`src/rtl/mul_norm_round.sv`:
```
// Normalise, round (nearest-even) and pack a raw 24x24 single-precision mantissa product.
// A small FSM walks each product through IDLE -> NORM -> ROUND -> DONE, one result at a time.
module mul_norm_round (
  input  logic        i_clk,
  input  logic        i_rst,
  input  logic        i_in_valid,
  output logic        o_in_ready,
  input  logic        i_in_s,
  input  logic [9:0]  i_in_e,
  input  logic [47:0] i_in_m,
  input  logic        i_in_nan,
  input  logic        i_in_inf,
  output logic        o_out_valid,
  input  logic        i_out_ready,
  output logic [31:0] o_output
);

  typedef enum logic [1:0] {IDLE, NORM, ROUND, DONE} state_t;

  state_t             r_state;
  logic [47:0]        r_m;
  logic signed [9:0]  r_e;
  logic               r_s;
  logic               r_sticky;
  logic               r_nan;
  logic               r_inf;
  logic               r_zero;
  logic [31:0]        r_output;
  logic               r_out_valid;

  logic [22:0]        w_mant;
  logic               w_guard;
  logic               w_sticky;
  logic               w_inc;
  logic [23:0]        w_mant_sum;
  logic signed [10:0] w_e_rnd;
  logic [31:0]        w_packed;

  // Exponent is widened by one bit so a rounding carry at the top of the range cannot wrap.
  always_comb begin
    w_mant     = r_m[45:23];
    w_guard    = r_m[22];
    w_sticky   = (|r_m[21:0]) | r_sticky;
    w_inc      = w_guard & (w_sticky | w_mant[0]);
    w_mant_sum = {1'b0, w_mant} + {23'd0, w_inc};
    w_e_rnd    = $signed({r_e[9], r_e}) + $signed({10'd0, w_mant_sum[23]});
    w_packed   = {r_s, w_e_rnd[7:0], w_mant_sum[22:0]};
    if (r_nan)
      w_packed = 32'h7FC0_0000;
    else if (r_inf)
      w_packed = {r_s, 8'hFF, 23'd0};
    else if (r_zero)
      w_packed = {r_s, 31'd0};
    else if (w_e_rnd >= 11'sd255)
      w_packed = {r_s, 8'hFF, 23'd0};
    else if (w_e_rnd <= 11'sd0)
      w_packed = {r_s, 31'd0};
  end

  always_ff @(posedge i_clk) begin
    if (i_rst) begin
      r_state     <= IDLE;
      r_m         <= '0;
      r_e         <= '0;
      r_s         <= 1'b0;
      r_sticky    <= 1'b0;
      r_nan       <= 1'b0;
      r_inf       <= 1'b0;
      r_zero      <= 1'b0;
      r_output    <= '0;
      r_out_valid <= 1'b0;
    end else begin
      case (r_state)
        IDLE: begin
          if (i_in_valid) begin
            r_m      <= i_in_m;
            r_e      <= $signed(i_in_e);
            r_s      <= i_in_s;
            r_nan    <= i_in_nan;
            r_inf    <= i_in_inf;
            r_sticky <= 1'b0;
            r_zero   <= 1'b0;
            r_state  <= NORM;
          end
        end
        NORM: begin
          // Specials bypass shifting; otherwise one normalisation step per cycle.
          if (r_nan || r_inf) begin
            r_state <= ROUND;
          end else if (r_m[47]) begin
            r_m      <= {1'b0, r_m[47:1]};
            r_e      <= r_e + 10'sd1;
            r_sticky <= r_sticky | r_m[0];
            r_state  <= ROUND;
          end else if (r_m[46]) begin
            r_state <= ROUND;
          end else if (r_m == 48'd0) begin
            r_zero  <= 1'b1;
            r_state <= ROUND;
          end else begin
            r_m <= {r_m[46:0], 1'b0};
            r_e <= r_e - 10'sd1;
          end
        end
        ROUND: begin
          r_output    <= w_packed;
          r_out_valid <= 1'b1;
          r_state     <= DONE;
        end
        DONE: begin
          if (i_out_ready) begin
            r_out_valid <= 1'b0;
            r_state     <= IDLE;
          end
        end
        default: r_state <= IDLE;
      endcase
    end
  end

  assign o_in_ready  = (r_state == IDLE);
  assign o_out_valid = r_out_valid;
  assign o_output    = r_output;

endmodule

```
`config.mk`:
```
export PLATFORM = sky130hd
export DESIGN_NAME = mul_norm_round
export DESIGN_NICKNAME = d
export VERILOG_FILES = /design/src/rtl/mul_norm_round.sv
export SDC_FILE = /design/constraint.sdc
export NUM_CORES = 1
export LEC_CHECK = 0
export CAP_MARGIN = 20
export CORE_ASPECT_RATIO = 0.6
export CORE_UTILIZATION = 58
export CTS_CLUSTER_DIAMETER = 120
export CTS_CLUSTER_SIZE = 12
export DETAILED_ROUTE_END_ITERATION = 10
export GPL_ROUTABILITY_DRIVEN = 0
export PLACE_DENSITY = 0.86
export SLEW_MARGIN = 15
export SYNTH_ARGS = -nofsm -noshare
export SYNTH_HDL_FRONTEND = slang
export SYNTH_SLANG_ARGS = --single-unit
```
`constraint.sdc`:
```
create_clock -name i_clk -period 6.7 [get_ports i_clk]
set_input_delay 0.67 -clock i_clk [delete_from_list [all_inputs] [get_ports i_clk]]
set_output_delay 0.67 -clock i_clk [all_outputs]
set_load 0.03 [all_outputs]
```
==> metrics.yaml, run 1 <==
status: "finished clean"
path_cells: "and3_1 > and4_1 > and4_1 > and3_1 > and3_1 > ha_1 > ha_1 > and3_2 > and3_4 > mux2i_2 > o311ai_1 > or4b_4 > o21ai_0"
grt_pass1_wl_um: 25300
dr.pass1.iters: 5
port_buffers: 98
leakage_nw: 2.80
worstPathMaxFanout: 22
synth_nets: 809
setup_violations: 0
syn_area_mm2: 0.00581
max_cap_violations: 0
clkTransAtPathRegs_ns: 0.06
yosysUniqueCellTypes: 57
power_frac_clock: 0.168
final_common_cell: "nor2_1"
cts_made_buffers: 9
cts.path.max_buffers: 2
tightest_slew_ns: 1.08
die_h_um: 79.5
fillerInstances: 679
crit_arrival_ns: 4.45
via_per_inst: 6.16
die_x_um: 131
cp.required_ns: 6.97
start_util: 0.616
critPathKind: "reg2reg"
antenna_found_initial: 0
drt-initial-drc-count: 425
slew_viol_final: 0
p_comb_frac: 0.519
postCtsSetupBuffers: 0
end_kind: "flop"
cp_top_family: "simple AND/OR/NAND/NOR gates"
route.detailed.wl_per_inst_um: 16.8
nNetsFinal: 866
hp-class: "reg2reg"
vias: 5663
synthCells: 728
rows: 27
dpl.hpwl_um: 10800
grt_max_degree: 84
seq_power_share: 0.313
antenna_left: 0
area_growth_pct: 22.2
cpMostUsedCell: "and3_1"
finalSetupTns_ns: 0
final_cells: 919
period_minus_slack_ns: 4.18
power_switching_w: 0.00163
yosys_warnings: 0
grt_setup_unrepaired: "false"
timing.final.crit_share: 0.624
async_reset_ff_frac: 0
ir_drop_uv: 295
synth-seq-cells: 98
swShare: 0.452
antenna_cells: 0
die-area_mm2: 0.0104
clk_latency_ns: 0.35
slowest_stage: "or4b_4"
ys_seq_area_frac: 0.338
ioPinCount: 99
grt_overflow_total: 0
drc_errors: 0
htree_levels: 3
cts_tree: "built"
grt.total_usage: 0.299
dpl.cell_count: 904
wl_um: 15400
grt_pass1_vias: 5034
ctsResizeCount: 0
fmax_ghz: 0.239
r2r_setup_slack_ns: 2.52
critPathMaxStageDelay_ns: 0.72
seq_area_mm2: 0.00196
cts-root-buf: "clkbuf_16"
synth_ff_type: "dfxtp_1"
clock-sinks: 98
drive_gt1_frac: 0.0722
cp-start-kind: "flop"
final_cell_mix: "nor2_1 (149), dfxtp_1 (98), clkdlybuf4s50_1 (97), a21oi_1 (58), mux2i_1 (54)"
maxSlewHeadroom: 0.277
final_hold_viol_count: 0
hold_buffers: 0
syn_area_per_cell_um2: 7.98
finalClockSkew_ns: 0.00788
synth-edff-count: 0
core-area_mm2: 0.00943
multi_input_area_mm2: 0.00355
path_buf_inv: 0
powerDensity_mw_per_mm2: 508
internal_power_w: 0.00197
power by group through the flow:
stage	registers [W]	clock network [W]	logic [W]
6_report	0.00113	0.000605	0.00187
5_1_grt	0.00116	0.000635	0.00205
4_1_cts	0.00111	0.000610	0.00185
3_5_place_dp	0.00112	0	0.00183
3_3_place_gp	0.00110	0	0.00177
2_1_floorplan	0.00102	0	0.00149
routing by layer:
layer / vias up / wire length, um / GRT usage
met5: - / 0 / 0
met4: 0 / 208 / 0.0859
met3: 25 / 1360 / 0.0610
met2: 270 / 6520 / 0.447
met1: 2652 / 7330 / 0.433
li1: 2716 / - / -
layout make-up:
type | count | area share
sequential | 98 | 0.276
inverter | 13 | 0.00688
clock buffer | 11 | 0.0356
multi-input combinational | 559 | 0.500
clock inverter | 4 | 0.0139
timing repair buffer | 104 | 0.144
tap | 130 | 0.0229
Yosys cell counts (5+ instances only):
| library cell | n | area, um2 |
|---|---|---|
| nor3_1 | 13 | 65.1 |
| nand4_1 | 8 | 50.1 |
| a211oi_1 | 9 | 67.6 |
| xor2_1 | 16 | 140 |
| mux2i_1 | 54 | 541 |
| and3_1 | 28 | 175 |
| a21oi_1 | 59 | 295 |
| o21ai_0 | 10 | 50.1 |
| nor2_1 | 149 | 559 |
| nand3_1 | 19 | 95.1 |
| dfxtp_1 | 98 | 1960 |
| inv_1 | 13 | 48.8 |
| o21ai_2 | 20 | 175 |
| xnor2_1 | 15 | 131 |
| clkbuf_1 | 46 | 173 |
| ha_1 | 15 | 188 |
| nor4_1 | 11 | 68.8 |
| o221a_2 | 5 | 56.3 |
| buf_2 | 6 | 30.0 |
| a221oi_1 | 24 | 210 |
| nand2_1 | 43 | 161 |
state kept, by name (all words and copies together), names as in the netlist:
name / flops
r_state: 2
r_nan: 1
o_output: 32
r_sticky: 1
o_out_valid: 1
r_s: 1
r_m: 48
r_e: 10
r_zero: 1
r_inf: 1
cell families after synthesis:
| logic type | Yosys count | synth area share |
|---|---|---|
| AND/OR/NAND/NOR | 297 | 0.238 |
| AO/OA/AOI/OAI | 160 | 0.193 |
| flip-flops | 98 | 0.338 |
| buffers and inverters | 71 | 0.0530 |
| multiplexers | 55 | 0.0955 |
| XOR/XNOR | 31 | 0.0468 |
| adder cells (fa/ha/maj) | 16 | 0.0358 |
final timing paths:
path | end | cells after the start | start
max reg2reg | o_output[2] | 13 | r_m[26]
max | o_output[2] | 13 | r_m[26]
min reg2reg | o_output[3] | 2 | o_output[3]
min | o_output[3] | 2 | o_output[3]
per-stage QoR:
step / util / instance area [um2] / worst slack (ns) / hold slack [ns] / total power (W)
3_3_place_gp: 0.716 / 6750 / 2.78 / 0.438 / 0.00286
6_report: 0.753 / 7100 / 2.52 / 0.457 / 0.00360
4_1_cts: 0.753 / 7100 / 2.57 / 0.460 / 0.00357
3_5_place_dp: 0.716 / 6750 / 2.60 / 0.444 / 0.00295
2_1_floorplan: - / 5810 / 3.07 / 0.437 / 0.00251
5_1_grt: 0.753 / 7100 / 2.31 / 0.482 / 0.00384
worst register-to-register path, cell delays in order (launching register included):
cell and delay, ns:
dfxtp_1 0.47, and3_1 0.24, and4_1 0.30, and4_1 0.33
and3_1 0.22, and3_1 0.17, ha_1 0.21, ha_1 0.26
and3_2 0.24, and3_4 0.22, mux2i_2 0.27, o311ai_1 0.20
or4b_4 0.72, o21ai_0 0.25
No activity file was read; power rests on OpenSTA's default activity.
==> inputs of run 2 (changes only) <==
--- a/config.mk
+++ b/config.mk
@@ -7,12 +7,12 @@
 export LEC_CHECK = 0
 export CAP_MARGIN = 20
 export CORE_ASPECT_RATIO = 0.6
-export CORE_UTILIZATION = 58
+export CORE_UTILIZATION = 54
 export CTS_CLUSTER_DIAMETER = 120
 export CTS_CLUSTER_SIZE = 12
 export DETAILED_ROUTE_END_ITERATION = 10
 export GPL_ROUTABILITY_DRIVEN = 0
-export PLACE_DENSITY = 0.86
+export PLACE_DENSITY = 0.81
 export SLEW_MARGIN = 15
 export SYNTH_ARGS = -nofsm -noshare
 export SYNTH_HDL_FRONTEND = slang
==> constraint.sdc (replaced) <==
create_clock -name i_clk -period 4.38 [get_ports i_clk]
set_input_delay 0.438 -clock i_clk [delete_from_list [all_inputs] [get_ports i_clk]]
set_output_delay 0.438 -clock i_clk [all_outputs]
set_load 0.03 [all_outputs]
==> run 2 against run 1 <==
Net effect: clock power rose by 32%; setup slack got worse by 2.4 ns; wire length rose by 2.9%; critical endpoint is now o_output[4]; register-to-register slack got worse by 2.4 ns; combinational power rose by 57%.
==> metrics.yaml, run 2 (same netlist as run 1, synthesis figures left out) <==
core-area_mm2: 0.0102  # +7.8%
cts.path.max_buffers: 2  # unchanged
antenna_found_initial: 0  # unchanged
hold_depth: 2  # unchanged
route.detailed.wl_per_inst_um: 17.1  # +1.9%
hp-class: "reg2reg"
holdPathEnd: "o_output[3]"
final_common_cell: "nor2_1"
min_from: "o_output[3]"
clk_latency_ns: 0.35  # about the same
rows: 28  # +3.7%
max_cap_violations: 0  # unchanged
tightest_slew_ns: 1.14  # +0.0571 ns
r2r-end: "o_output[4]"
setup_violations: 0  # unchanged
antenna_left: 0  # unchanged
cts_tree: "built"
r2r_cells: 13  # unchanged
finalSetupTns_ns: 0  # unchanged
wl_um: 15900  # +2.9%
start_util: 0.572  # -0.0445
nNetsFinal: 869  # +0.35%
die_x_um: 136  # +3.6%
antenna_cells: 0  # unchanged
die_h_um: 82.3  # +3.5%
drive_gt1_frac: 0.0794  # +0.00720
vias: 5704  # +0.72%
end_kind: "flop"
timing.final.crit_share: 0.963  # +0.339
fin_hold_ws_ns: 0.454  # -0.00261 ns
ioPinCount: 99  # unchanged
grt_setup_unrepaired: "false"
fin_util: 0.700  # -0.0527
maxSlewHeadroom: 0.239  # -0.0381
die-area_mm2: 0.0112  # +7.3%
finalClockSkew_ns: 0.0120  # +0.00416 ns
r2r_start: "r_m[26]"
period_minus_slack_ns: 4.22  # +0.0392 ns
cp.required_ns: 4.66  # -2.31 ns
htree_levels: 3  # unchanged
cp-start-kind: "flop"
grt_overflow_total: 0  # unchanged
worstPathMaxFanout: 11  # -50%
via_per_inst: 6.15  # -0.25%
ir_drop_uv: 491  # +66%
grt_pass1_wl_um: 24400  # -3.6%
grt_pass1_vias: 4929  # -2.1%
regMostFlops: "r_m"
grt_max_degree: 64  # -24%
drc_errors: 0  # unchanged
crit_arrival_ns: 4.50  # +0.05 ns
cts-root-buf: "clkbuf_16"
r2r_setup_slack_ns: 0.16  # -2.36 ns
clock-sinks: 98  # unchanged
final_hold_viol_count: 0  # unchanged
status: "finished clean"
power.total_w: 0.00544  # +51%
port_buffers: 98  # unchanged
seq_area_mm2: 0.00196  # about the same
critPathKind: "reg2reg"
fillerInstances: 779  # +15%
cts_made_buffers: 9  # unchanged
drt-initial-drc-count: 797  # +88%
fmax_ghz: 0.237  # -0.93%
grt.total_usage: 0.280  # -0.0192
leakage_nw: 2.79  # -0.38%
clkTransAtPathRegs_ns: 0.06  # about the same
slew_viol_final: 0  # unchanged
largest_reg_flops: 48  # unchanged
area_growth_pct: 22.5
multi_input_area_mm2: 0.00359  # +1.2%
dpl.hpwl_um: 10800  # +0.32%
final_cell_mix: "nor2_1 (149), clkdlybuf4s50_1 (97), dfxtp_1 (97), a21oi_1 (58), mux2i_1 (54)"
powerDensity_mw_per_mm2: 765  # +51%
dr.pass1.iters: 6  # +1
startpoint: "r_m[26]"
run 2: worst max-delay path by stage:
stage,endpoint,slack [ns],cells after the start
after detailed placement,o_output[2],0.24,13
after global routing,o_output[0],0.01,13
after CTS,o_output[2],0.19,13
final,o_output[4],0.16,13
after global placement,o_output[2],0.43,13
after floorplan,o_output[7],0.75,15
run 2: layout make-up:
| cell class | instances | share of cell area |
|---|---|---|
| multi-input combinational | 561 | 0.505 |
| clock buffer | 12 | 0.0346 |
| sequential | 98 | 0.276 |
| timing repair buffer | 105 | 0.146 |
| tap | 135 | 0.0237 |
| clock inverter | 4 | 0.00721 |
| inverter | 13 | 0.00686 |
run 2: critical path: stages (launching register included):
cell and delay, ns:
dfxtp_1 0.46, and3_1 0.24, and4_1 0.31, and4_2 0.33
and3_1 0.20, and3_1 0.18, ha_1 0.22, ha_1 0.27
and3_2 0.26, and3_4 0.23, mux2i_2 0.28, o311ai_2 0.25
or4b_4 0.74, o21ai_2 0.17
run 2: routing by layer:
| metal | global-route usage | vias to the layer above | part of all wire |
|---|---|---|---|
| li1 | - | 2727 | - |
| met1 | 0.403 | 2618 | 0.46 |
| met2 | 0.416 | 327 | 0.42 |
| met3 | 0.0598 | 32 | 0.10 |
| met4 | 0.0911 | 0 | 0.017 |
| met5 | 0 | - | 0 |
run 2: timing repair:
| item | in CTS | in global routing |
|---|---|---|
| hold buffers | 0 | 0 |
| gates resized for setup | 0 | 6 |
| setup endpoints to repair | 0 | 3 |
| setup buffers | 0 | 0 |
run 2: report_power, final:
group | total (W) | switching [W] | internal (W)
clock | 0.000799 | 0.000340 | 0.000459
combinational | 0.00293 | 0.00168 | 0.00125
sequential | 0.00172 | 0.000493 | 0.00122
total | 0.00544 | 0.00251 | 0.00293
run 2: stage by stage:
stage | setup WS, ns | std cells | cell area [um2]
6_report | 0.161 | 928 | 7110
5_1_grt | 0.0132 | 928 | 7110
4_1_cts | 0.187 | 926 | 7070
3_5_place_dp | 0.236 | 910 | 6770
3_3_place_gp | 0.425 | 910 | 6770
2_1_floorplan | 0.755 | 728 | 5810
==> inputs of run 3 (changes only) <==
--- a/config.mk
+++ b/config.mk
@@ -9,9 +9,8 @@
 export CORE_ASPECT_RATIO = 0.6
 export CORE_UTILIZATION = 54
 export CTS_CLUSTER_DIAMETER = 120
-export CTS_CLUSTER_SIZE = 12
+export CTS_CLUSTER_SIZE = 8
 export DETAILED_ROUTE_END_ITERATION = 10
-export GPL_ROUTABILITY_DRIVEN = 0
 export PLACE_DENSITY = 0.81
 export SLEW_MARGIN = 15
 export SYNTH_ARGS = -nofsm -noshare
==> results of run 3 <==
No change in the layout: final DEF, timing and power equal those of run 2.
